`src/rtl/uart_loader.sv`:
```
// -----------------------------------------------------------------------------
// uart_loader
//
// Boot-load controller placed behind a UART receiver. It hunts for a sync
// byte, reads a 16-bit little-endian word count, assembles little-endian
// 32-bit words from the byte stream and writes them to instruction memory
// over a valid/ready port. The CPU core is held in reset until a load
// finishes successfully.
//
// Frame: SYNC, LEN_LO, LEN_HI, LEN*4 data bytes, [CSUM]
//
// Build option:
//   UART_LOADER_CHECKSUM_EN - when defined, a trailing CSUM byte (sum of all
//                             data bytes mod 256) is required and checked.
//                             When undefined, the load succeeds on the final
//                             write transfer (or right after LEN_HI if LEN==0).
//
// Ports:
//   clk          in   system clock
//   rst_n        in   asynchronous active-low reset
//   rx_done      in   receiver done level; a rising edge marks a new byte
//   rx_byte      in   received byte, valid when rx_done rises
//   mem_wr_valid out  memory write request
//   mem_wr_ready in   memory write accepted
//   mem_addr     out  byte address of the current word (4-aligned)
//   mem_wdata    out  write data
//   busy         out  a frame is in progress
//   load_done    out  sticky success flag, cleared by the next sync byte
//   load_err     out  sticky abort flag, cleared by the next sync byte
//   cpu_rst_n    out  core reset, low until a load succeeds
// -----------------------------------------------------------------------------
module uart_loader #(
    parameter int unsigned       ADDR_W         = 32,
    parameter logic [ADDR_W-1:0] BASE_ADDR      = '0,
    parameter logic [7:0]        SYNC_BYTE      = 8'hA5,
    parameter int unsigned       TIMEOUT_CYCLES = 1_000_000
) (
    input  logic              clk,
    input  logic              rst_n,
    input  logic              rx_done,
    input  logic [7:0]        rx_byte,
    output logic              mem_wr_valid,
    input  logic              mem_wr_ready,
    output logic [ADDR_W-1:0] mem_addr,
    output logic [31:0]       mem_wdata,
    output logic              busy,
    output logic              load_done,
    output logic              load_err,
    output logic              cpu_rst_n
);

    localparam int unsigned      TMO_W    = $clog2(TIMEOUT_CYCLES);
    localparam logic [TMO_W-1:0] TMO_LAST = TMO_W'(TIMEOUT_CYCLES - 1);

    typedef enum logic [2:0] {
        S_IDLE,
        S_LEN_LO,
        S_LEN_HI,
        S_DATA,
        S_WRITE
`ifdef UART_LOADER_CHECKSUM_EN
        , S_CHECK
`endif
    } state_t;

    state_t            r_state;
    state_t            w_state_next;
    logic              w_success;
    logic              w_abort;

    logic              r_rx_done_q;
    logic [15:0]       r_count;
    logic [1:0]        r_idx;
    logic [TMO_W-1:0]  r_tmo;
    logic [ADDR_W-1:0] r_addr;
    logic [31:0]       r_wdata;
    logic              r_valid;
    logic              r_busy;
    logic              r_done;
    logic              r_err;
    logic              r_cpu_rst_n;
`ifdef UART_LOADER_CHECKSUM_EN
    logic [7:0]        r_csum;
`endif

    logic              w_ev;
    logic              w_xfer;
    logic              w_tmo_hit;

    assign w_ev      = rx_done & ~r_rx_done_q;
    assign w_xfer    = r_valid & mem_wr_ready;
    assign w_tmo_hit = (r_tmo == TMO_LAST);

    // -------------------------------------------------------------------------
    // State register
    // -------------------------------------------------------------------------
    always_ff @(posedge clk or negedge rst_n) begin
        if (!rst_n) begin
            r_state <= S_IDLE;
        end else begin
            r_state <= w_state_next;
        end
    end

    // -------------------------------------------------------------------------
    // Next-state and frame outcome
    // -------------------------------------------------------------------------
    always_comb begin
        w_state_next = r_state;
        w_success    = 1'b0;
        w_abort      = 1'b0;
        case (r_state)
            S_IDLE: begin
                if (w_ev && (rx_byte == SYNC_BYTE)) begin
                    w_state_next = S_LEN_LO;
                end
            end
            S_LEN_LO: begin
                if (w_ev) begin
                    w_state_next = S_LEN_HI;
                end else if (w_tmo_hit) begin
                    w_abort = 1'b1;
                end
            end
            S_LEN_HI: begin
                if (w_ev) begin
                    if ((rx_byte == 8'h00) && (r_count[7:0] == 8'h00)) begin
`ifdef UART_LOADER_CHECKSUM_EN
                        w_state_next = S_CHECK;
`else
                        w_success = 1'b1;
`endif
                    end else begin
                        w_state_next = S_DATA;
                    end
                end else if (w_tmo_hit) begin
                    w_abort = 1'b1;
                end
            end
            S_DATA: begin
                if (w_ev) begin
                    if (r_idx == 2'd3) begin
                        w_state_next = S_WRITE;
                    end
                end else if (w_tmo_hit) begin
                    w_abort = 1'b1;
                end
            end
            S_WRITE: begin
                // A byte arriving while a write is pending is an overrun.
                // A transfer completing in the same cycle still takes effect
                // in the datapath before the abort returns us to IDLE.
                if (w_ev) begin
                    w_abort = 1'b1;
                end else if (w_xfer) begin
                    if (r_count == 16'd1) begin
`ifdef UART_LOADER_CHECKSUM_EN
                        w_state_next = S_CHECK;
`else
                        w_success = 1'b1;
`endif
                    end else begin
                        w_state_next = S_DATA;
                    end
                end
            end
`ifdef UART_LOADER_CHECKSUM_EN
            S_CHECK: begin
                if (w_ev) begin
                    if (rx_byte == r_csum) begin
                        w_success = 1'b1;
                    end else begin
                        w_abort = 1'b1;
                    end
                end else if (w_tmo_hit) begin
                    w_abort = 1'b1;
                end
            end
`endif
            default: begin
                w_state_next = S_IDLE;
            end
        endcase
        if (w_success || w_abort) begin
            w_state_next = S_IDLE;
        end
    end

    // -------------------------------------------------------------------------
    // Datapath and registered outputs
    // -------------------------------------------------------------------------
    always_ff @(posedge clk or negedge rst_n) begin
        if (!rst_n) begin
            r_rx_done_q <= 1'b1;
            r_count     <= '0;
            r_idx       <= '0;
            r_tmo       <= '0;
            r_addr      <= BASE_ADDR;
            r_wdata     <= '0;
            r_valid     <= 1'b0;
            r_busy      <= 1'b0;
            r_done      <= 1'b0;
            r_err       <= 1'b0;
            r_cpu_rst_n <= 1'b0;
`ifdef UART_LOADER_CHECKSUM_EN
            r_csum      <= '0;
`endif
        end else begin
            r_rx_done_q <= rx_done;
            r_busy      <= (w_state_next != S_IDLE);

            // Inter-byte watchdog: restarts on every byte, frozen while a
            // write is pending so slow memory never trips it.
            if (w_ev || (w_state_next == S_IDLE)) begin
                r_tmo <= '0;
            end else if (r_state != S_WRITE) begin
                r_tmo <= r_tmo + 1'b1;
            end

            case (r_state)
                S_IDLE: begin
                    if (w_ev && (rx_byte == SYNC_BYTE)) begin
                        r_done      <= 1'b0;
                        r_err       <= 1'b0;
                        r_cpu_rst_n <= 1'b0;
                        r_addr      <= BASE_ADDR;
`ifdef UART_LOADER_CHECKSUM_EN
                        r_csum      <= '0;
`endif
                    end
                end
                S_LEN_LO: begin
                    if (w_ev) begin
                        r_count[7:0] <= rx_byte;
                    end
                end
                S_LEN_HI: begin
                    if (w_ev) begin
                        r_count[15:8] <= rx_byte;
                        r_idx         <= '0;
                    end
                end
                S_DATA: begin
                    if (w_ev) begin
                        for (int i = 0; i < 4; i++) begin
                            if (r_idx == 2'(i)) begin
                                r_wdata[8*i +: 8] <= rx_byte;
                            end
                        end
                        r_idx <= r_idx + 2'd1;
`ifdef UART_LOADER_CHECKSUM_EN
                        r_csum <= r_csum + rx_byte;
`endif
                        if (r_idx == 2'd3) begin
                            r_valid <= 1'b1;
                        end
                    end
                end
                S_WRITE: begin
                    if (w_xfer) begin
                        r_valid <= 1'b0;
                        r_addr  <= r_addr + ADDR_W'(4);
                        r_count <= r_count - 16'd1;
                    end
                end
                default: begin
                end
            endcase

            if (w_success) begin
                r_done      <= 1'b1;
                r_cpu_rst_n <= 1'b1;
            end
            if (w_abort) begin
                r_err   <= 1'b1;
                r_valid <= 1'b0;
            end
        end
    end

    assign mem_wr_valid = r_valid;
    assign mem_addr     = r_addr;
    assign mem_wdata    = r_wdata;
    assign busy         = r_busy;
    assign load_done    = r_done;
    assign load_err     = r_err;
    assign cpu_rst_n    = r_cpu_rst_n;

endmodule

```
`config.mk`:
```
export PLATFORM = sky130hd
export DESIGN_NAME = uart_loader
export DESIGN_NICKNAME = d
export VERILOG_FILES = /design/src/rtl/uart_loader.sv
export SDC_FILE = /design/constraint.sdc
export NUM_CORES = 1
export LEC_CHECK = 0
export BUFFER_PORTS_ARGS = -buffer_cell sky130_fd_sc_hd__clkbuf_2
export CAP_MARGIN = 20
export CORE_MARGIN = 2
export CORE_UTILIZATION = 50
export CTS_CLUSTER_SIZE = 12
export DETAILED_ROUTE_END_ITERATION = 10
export HOLD_SLACK_MARGIN = 0.08
export PLACE_DENSITY = 0.71
export SYNTH_ARGS = -nofsm -noshare
export SYNTH_HDL_FRONTEND = slang
export SYNTH_SLANG_ARGS = --single-unit
```
`constraint.sdc`:
```
create_clock -name clk -period 6.6 [get_ports clk]
set_clock_uncertainty 0.2 [all_clocks]
set_input_delay 0.33 -clock clk [delete_from_list [all_inputs] [get_ports clk]]
set_output_delay 0.33 -clock clk [all_outputs]
set_load 0.01 [all_outputs]
```
# Yosys cells after proc, flatten, opt, wreduce, memory -nomap -nowiden
# Cells that the tools add are included.
[totals]
reg_bits = 110
inputBits = 12
output_inout_bits = 69
elab_cells = 115
[classes]
addsub = 4
n_eq_ne = 19
muxes = 42
bitwise_logic = 3
n_reduce_logical = 32
[ops]
columns = ["operator", "n"]
rows = [
  ["two-way mux 32 bit", 2],
  ["one-hot mux 32 bit (2 select lines)", 1],
  ["two-way mux 20 bit", 2],
  ["adder 32 x 3 -> 32 bit (second input constant)", 1],
  ["one-hot mux 8 bit (2 select lines)", 2],
  ["two-way mux 3 bit", 10],
  ["AND reduction 3 bit", 8],
  ["adder 20 x 1 -> 20 bit (second input constant)", 1],
  ["equality test 20 bit (second input constant)", 1],
  ["nonzero test 2 bit", 9],
  ["equality test 16 x 1 -> 1 bit (second input constant)", 1],
  ["logical NOT 8 bit", 2],
  ["two-way mux 1 bit", 16],
  ["two-way mux 16 bit", 1],
  ["subtractor 16 x 1 -> 16 bit (second input constant)", 1],
  ["one-hot mux 3 bit (5 select lines)", 1],
  ["!= test 3 bit (second input constant)", 4],
  ["!= test 2 bit (second input constant)", 5],
  ["equality test 8 bit (second input constant)", 1],
  ["two-way mux 8 bit", 1],
  ["equality test 3 x 2 -> 1 bit (second input constant)", 2],
  ["logical NOT 3 bit", 2],
  ["one-hot mux 1 bit (2 select lines)", 3],
  ["nonzero test 3 bit", 2],
  ["other kinds (15)", 21],
]

# Longest topological paths before layout
# Gate-level depths: netlist of run 1.
[logic_depth]
word_depth = 10
ltp_mapped = 8

# Worst setup path before layout of run 1
# OpenSTA, ideal clock, no wires.
[synth_path]
path_kind = "flip-flop to flip-flop"
start = "reg r_count[1]"
end = "reg r_tmo[11]"
setup_time_ns = 0.126
arrival_ns = 2.104
required_ns = 6.274
path_slack_ns = 4.171
stages_incl_launch_ff = 9
synth_period_minus_slack_ns = 2.429
path_cell_list = "dfrtp_1 inv_1 ha_1 or4b_2 nor4_4 nor3_2 nor4b_4 buf_6 nor3_2"
[synth_via]
elab_chain_len = 10
[synth_rtl]
columns = ["element", "line", "source"]
rows = [
  ["from (decl)", "72", "logic [15:0] r_count;"],
  ["from (signal assigned)", "234", "r_count[7:0] <= rx_byte;"],
  ["from (signal assigned)", "263", "r_count <= r_count - 16'd1;"],
  ["equality test 16 x 1 -> 1 bit or logical NOT 8 bit (tied branches)", "156, 127", ""],
  ["two-way mux 1 bit or logical AND 1 bit (tied branches)", "156, 127", ""],
  ["two-way mux 1 bit (on tied branches)", "155, 127", ""],
  ["two-way mux 1 bit (on tied branches)", "153, 126", ""],
  ["one-hot mux 1 bit (2 select lines)", "112", "case (r_state)"],
  ["logical OR 1 bit", "184", "if (w_success || w_abort) begin"],
  ["two-way mux 3 bit *", "184", ""],
  ["logical NOT 3 bit *", "214", "if (w_ev || (w_state_next == S_IDLE)) begin"],
  ["logical OR 1 bit *", "214", ""],
  ["two-way mux 20 bit or nonzero test 2 bit (tied branches)", "-", ""],
  ["to (signal assigned)", "217", "r_tmo <= r_tmo + 1'b1;"],
  ["to (decl)", "74", "logic [TMO_W-1:0] r_tmo;"],
]
# Mark *: on every way between the ends. The rest lies on a longest branch, timed or not.
# A chain may end at the register's enable or synchronous reset.

# Worst setup path in the final report of run 1
[layout_path]
start = "reg r_state[2]"
end = "reg r_tmo[8]"
[layout_via]
elab_chain_len = 8
[layout_rtl]
columns = ["element", "line", "source"]
rows = [
  ["from (decl)", "66", "state_t r_state;"],
  ["from (signal assigned)", "101", "r_state <= w_state_next;"],
  ["equality test 3 x 2 -> 1 bit (tied with other cells)", "112", ""],
  ["OR reduction 3 bit (no source line) or two-way mux 3 bit (tied branches)", "-", ""],
  ["one-hot mux 1 bit (2 select lines) or two-way mux 3 bit (tied branches)", "112, 153", ""],
  ["logical OR 1 bit or one-hot mux 3 bit (5 select lines) (tied branches)", "184, 112", ""],
  ["two-way mux 3 bit", "184", ""],
  ["logical NOT 3 bit", "214", ""],
  ["logical OR 1 bit", "214", ""],
  ["two-way mux 20 bit or nonzero test 2 bit (tied branches)", "-", ""],
]
# Several ways; a longest one is shown, not always the timed one.

==> flow_summary.ini, run 1 <==
[power_and_ir_drop]
p_sw_share_pct = 33.8
power_switching_mw = 0.663
power_frac_comb_pct = 23.6
p_int_mw = 1.30
ir_drop_v = 0.000254
finalPower_mw = 1.96
power.density_mw_per_mm2 = 303
seqPwrFrac_pct = 46.8
clkPwrFrac_pct = 29.6
power_leakage_nw = 2.87

[grt]
track_usage_pct = 21.8
antenna_found_initial = 0
grt_max_degree = 69
grt_pass1_wl_mm = 21.7
grt-ovfl-total = 0
grt_pass1_vias = 4362

[logic_synthesis]
async_reset_ff_share_pct = 100
synth_top_cells_by_count = dfrtp_1, nor2_1, nand2_1
synth-edff-count = 0
synth_cells = 550
synth_most_common_cell = dfrtp_1
synth_warnings = 0
yosysSeqAreaShare_pct = 47.4
synthXorXnorAreaFrac_pct = 6.60
synth_top_flop_cell = dfrtp_1
synth_top_area_share_pct = 47.0
syn_avg_cell_area_um2 = 10.4
synth_seq_cells = 108
synthSimpleGateAreaFrac_pct = 23.4
synthesis.area_mm2 = 0.00570
synth.largest_area_cell = dfrtp_1
synth_compound_area_share_pct = 10.4
yosys.area_share.adder_pct = 1.97
ys_top_cells_by_area = dfrtp_1, mux2_2, xnor2_1
ys_types = 61
synth_top_family_by_area = simple AND/OR/NAND/NOR gates
synth.area.mux_share_pct = 6.69

[critical_path]
cp.arrival_ns = 3.76
path_delay_family = simple AND/OR/NAND/NOR gates
path_cells = nor3b_4, nand2_2, o32a_1, nand3_1, nor3_1
crit_type = register to register
end_kind = register
crit_slowest_cell = nor3b_4
cp-startpoint = r_state[2]$_DFF_PN0_
crit-reg2reg-launch = r_state[2]$_DFF_PN0_
required_ns = 6.60
startpoint_type = register
critical_path.max_stage_delay_ns = 0.95
path_buf_inv = 0
worst-path-max-fanout = 26

[placed_design]
dp_slack_ns = 2.91
port_buffers = 78
placed_cells = 746
hpwl_mm = 8.88
place.gp.congestion = 0.937

[detailed_routing]
drt-initial-drc-count = 297
dr_total_vias = 4501
vias_per_cell = 5.89
drt-total-wl_mm = 13.0
drc = 0
firstDrtPassIters = 5
antenna_left = 0
post_drt_wl_per_cell_um = 17.0

[cells_and_area]
diodes = 0
final_net_count = 637
drive_gt1_share_pct = 26.4
syn2layout_area_growth_pct = 13.6
final_cells = 764
fin_util_pct = 57.5
fillers = 1009

[timing]
min_period_ns = 3.76
rsz0062_at_grt = false
setup_viol = 0
drv_slew = 0
relSlewSlack_pct = 28.5
fin_crit_sh_pct = 57.0
worst_slew_pin_slew_ns = 1.07
tns_ns = 0
worst_slack_ns = 2.84
fmax_ghz = 0.266
hold_violations = 0

[clock_network]
numCtsBuffers = 9
clock-sinks = 108
htree_levels = 3
cts_tree = yes
clockBufferDepth = 2
cts.clk_slew.worst_paths_ns = 0.08
clock-root-buffer = clkbuf_16
cts_resized = 0
clock_latency_ns = 0.36

[floorplanning]
initial_core_util_pct = 50.6
chipHeight_um = 111
die_w_um = 111
die_area_mm2 = 0.0123
fp-row-count = 39
coreArea_mm2 = 0.0113
boundaryPins = 81

[hold_path]
min_from = rx_byte[1]
holdCritPathClass = input port to register

[run_status]
status = complete, no violations

[flow_run]
drv_cap = 0
[placed cells by master (no fill, tap or decap), drive strengths merged, types with 14 or more instances in the layout]
master / synthesis / layout
mux2: 33 / 33
o21ai: 18 / 18
xnor2: 29 / 29
nand4: 18 / 18
nor3: 44 / 44
nand3: 23 / 23
nor2: 53 / 53
nand2: 40 / 40
dfrtp: 107 / 107
inv: 14 / 19
a21oi: 19 / 19
xor2: 14 / 14
clkbuf: 13 / 86
[worst reg2reg max path, cell delays in order, from the launching register on]
cell and delay, ns:
dfrtp_1 0.55, nor3b_4 0.95, nand2_2 0.50, o32a_1 0.51, nand3_1 0.75, nor3_1 0.15
[area by class of cell]
class / instances / area [um2] / area share, %
clock buffers: 9 / 225 / 3.48
clock inverters: 7 / 90.1 / 1.39
inverters: 14 / 52.6 / 0.811
multi-input cells: 401 / 2800 / 43.2
flip-flops and latches: 108 / 2700 / 41.7
well taps: 143 / 179 / 2.76
repair buffers: 82 / 428 / 6.60
[metal layers]
metal / part of all wire (%) / track usage, % / vias up
met5: 0 / 0 / -
met3: 4.6 / 4.32 / 22
met1: 46 / 30.1 / 2254
met4: 2.3 / 8.92 / 0
met2: 47 / 33.9 / 115
li1: - / - / 2110
[registers in the layout (all words and copies together), names as in the netlist]
signal,cells
mem_wr_valid,1
busy,1
r_idx,2
cpu_rst_n,1
load_err,1
r_rx_done_q,1
r_tmo,20
mem_wdata,32
mem_addr,30
r_state,3
r_count,16
[stage by stage]
stage	instance area (um2)	hold WS, ns
4_1_cts	6480	0.130
3_5_place_dp	6140	0.155
2_1_floorplan	5710	-0.166
6_report	6480	0.145
5_1_grt	6480	0.146
3_3_place_gp	6140	0.141
[final timing paths]
check	to	slack (ns)	cells past startpoint
max	r_tmo[8]$_DFFE_PN0P_	2.84	5
min	mem_wdata[1]$_DFFE_PN0P_	0.14	2
max reg2reg	r_tmo[8]$_DFFE_PN0P_	2.84	5
min reg2reg	mem_wdata[26]$_DFFE_PN0P_	0.31	1
max in group asynchronous	mem_wdata[14]$_DFFE_PN0P_	4.69	3
min in group asynchronous	r_count[4]$_DFFE_PN0P_	0.29	2
[cell families (layout without fill, tap and decap cells)]
kind of cell,count (synthesis),after routing
muxes,34,34
adders and majority gates,9,9
xor gates and xnor gates,43,43
buffers and inverters,42,112
other,1,2
DFF,108,108
AOI/OAI and AO/OA,79,79
and+or+nand+nor,234,234
[what timing repair did]
| action | 4_1_cts | 5_1_grt |
|---|---|---|
| hold endpoints to repair | 40 | 0 |
| setup buffers | 0 | 0 |
| hold buffers | 2 | 0 |
[power groups by stage]
| stage | combinational, mW | sequential (mW) | clock (mW) |
|---|---|---|---|
| floorplan | 0.317 | 0.919 | 0 |
| global placement | 0.449 | 0.918 | 0 |
| detailed placement | 0.465 | 0.929 | 0 |
| CTS | 0.468 | 0.917 | 0.591 |
| global route | 0.516 | 0.940 | 0.615 |
| finish | 0.463 | 0.920 | 0.581 |
(Power assumes the default switching activity.)
==> inputs of run 2 (changes only) <==
clock period = 3.5 ns   (was 6.6 ns; I/O delays follow)
==> run 2 against run 1 <==
- wire length grew 0.85%
- clock power grew 72%
- cell count grew 1.7%
- global-route usage grew 0.067 points
- clock-buffer cell count is the same
- first-iteration DRC count grew 3.7%
- setup slack lost 2.0 ns
- sequential cell count is the same
- via count grew 0.78%
- critical path depth grew 3
- hold slack gained 0.021 ns
- critical path type unchanged
==> flow_summary.ini, run 2 (synthesis results as in run 1) <==
[run_status]
status = complete, no violations

[critical_path]
crit_slowest_cell = or4b_2
path_cells = inv_1, ha_1, or4b_2, nor4_4, nor3_2, nor4b_4, buf_4, nor3_1
cp.arrival_ns = 2.68
required_ns = 3.53
r2r_slack_ns = 0.84
crit_type = register to register
critical_path.max_stage_delay_ns = 0.62
worst-path-max-fanout = 21
end_kind = register
startpoint_type = register

[clock_network]
post-cts-setup-buffers = 0
cts_hold_buffers = 11
clockBufferDepth = 2
cts_resized = 0
clock-root-buffer = clkbuf_16
clock-sinks = 108
htree_levels = 3
numCtsBuffers = 9
cts_tree = yes
clock_latency_ns = 0.36
cts.clk_slew.worst_paths_ns = 0.07

[timing]
fin_crit_sh_pct = 75.9
setup_viol = 0
worst_slew_pin_slew_ns = 0.712
fmax_ghz = 0.377
drv_slew = 0
relSlewSlack_pct = 52.5
hold_violations = 0
rsz0062_at_grt = false
min_period_ns = 2.66
worst_slack_ns = 0.845
tns_ns = 0

[power_and_ir_drop]
power.density_mw_per_mm2 = 549
ir_drop_v = 0.000468
finalPower_mw = 3.62
power_leakage_nw = 2.91

[placed_design]
dpl_cell_area_mm2 = 0.00619
port_buffers = 78
place.gp.congestion = 0.842
hpwl_mm = 8.80
dp_slack_ns = 0.847

[floorplanning]
initial_core_util_pct = 50.6
chipHeight_um = 111
die_area_mm2 = 0.0123
boundaryPins = 81
fp-row-count = 39
coreArea_mm2 = 0.0113
die_w_um = 111

[cells_and_area]
syn2layout_area_growth_pct = 15.5
final_cell_mix = dfrtp_1, clkbuf_2, nor2_1, nand2_1
fin_area_mm2 = 0.00659
diodes = 0
drive_gt1_share_pct = 26.5
largest_reg_flops = 32
final_common_cell = dfrtp_1
final_net_count = 650

[detailed_routing]
vias_per_cell = 5.84
drt-initial-drc-count = 308
dr_total_vias = 4536
drc = 0
firstDrtPassIters = 5
antenna_left = 0
post_drt_wl_per_cell_um = 16.8
drt-total-wl_mm = 13.1

[grt]
grt_max_degree = 65
antenna_found_initial = 0
grt-ovfl-total = 0
grt_pass1_vias = 4360
grt_pass1_wl_mm = 22.0
track_usage_pct = 21.9

[hold_path]
holdCritPathClass = input port to asynchronous set/reset pin

[flow_run]
drv_cap = 0
## run 2: cell types whose count changed in the layout (fill, tap and decap cells not counted)
cell / previous run / this run
dlygate4sd3_1: 2 / 11
buf_4: 3 / 6
inv_8: 3 / 0
clkinvlp_4: 0 / 2
buf_12: 0 / 1
bufinv_16: 1 / 0
clkinv_8: 0 / 1
inv_6: 2 / 3
## run 2: critical path, delay by kind of cell, from the launching register on
kind                       cells  cell delay (ns)
and+or+nand+nor                5             1.30
DFF                            1             0.39
buffers and inverters          2             0.44
adders and majority gates      1             0.17
## run 2: power breakdown
part | switching [mW] | leakage, nW | total, mW | internal (mW)
combinational | 0.491 | 1.34 | 0.881 | 0.390
sequential | 0.248 | 1.44 | 1.74 | 1.49
clock | 0.499 | 0.136 | 0.998 | 0.498
total | 1.24 | 2.91 | 3.62 | 2.38
## run 2: per-layer routing
| layer | global-route usage [%] | part of all wire [%] |
|---|---|---|
| met1 | 31.0 | 46 |
| met2 | 33.8 | 48 |
| met3 | 4.76 | 4.9 |
| met4 | 6.83 | 1.6 |
| met5 | 0 | 0 |
## run 2: metrics by stage
step                      hold WS, ns  instances  util [%]
after CTS                       0.189        777      58.5
after global routing            0.215        777      58.5
after detailed placement       0.0326        750      54.9
after global placement         0.0209        750      54.9
final                           0.166        777      58.5
after floorplan                -0.321        551         -
## run 2: worst paths after layout
| path | startpoint | endpoint | cells after the start |
|---|---|---|---|
| min in group clk | load_err$_DFFE_PN0P_ | load_err$_DFFE_PN0P_ | 1 |
| min reg2reg | load_err$_DFFE_PN0P_ | load_err$_DFFE_PN0P_ | 1 |
| min | rst_n | r_count[6]$_DFFE_PN0P_ | 2 |
| max in group asynchronous | rst_n | mem_addr[14]$_DFFE_PN0P_ | 3 |
| max | r_count[1]$_DFFE_PN0P_ | r_tmo[0]$_DFFE_PN0P_ | 8 |
| max reg2reg | r_count[1]$_DFFE_PN0P_ | r_tmo[0]$_DFFE_PN0P_ | 8 |
## run 2: layout make-up
type	count	area, um2
Clock buffer	9	225
Clock inverter	7	66.3
Fill cell	935	4680
Inverter	14	52.6
Multi-Input combinational cell	401	2800
Sequential cell	108	2700
Tap cell	143	179
Timing Repair Buffer	95	561
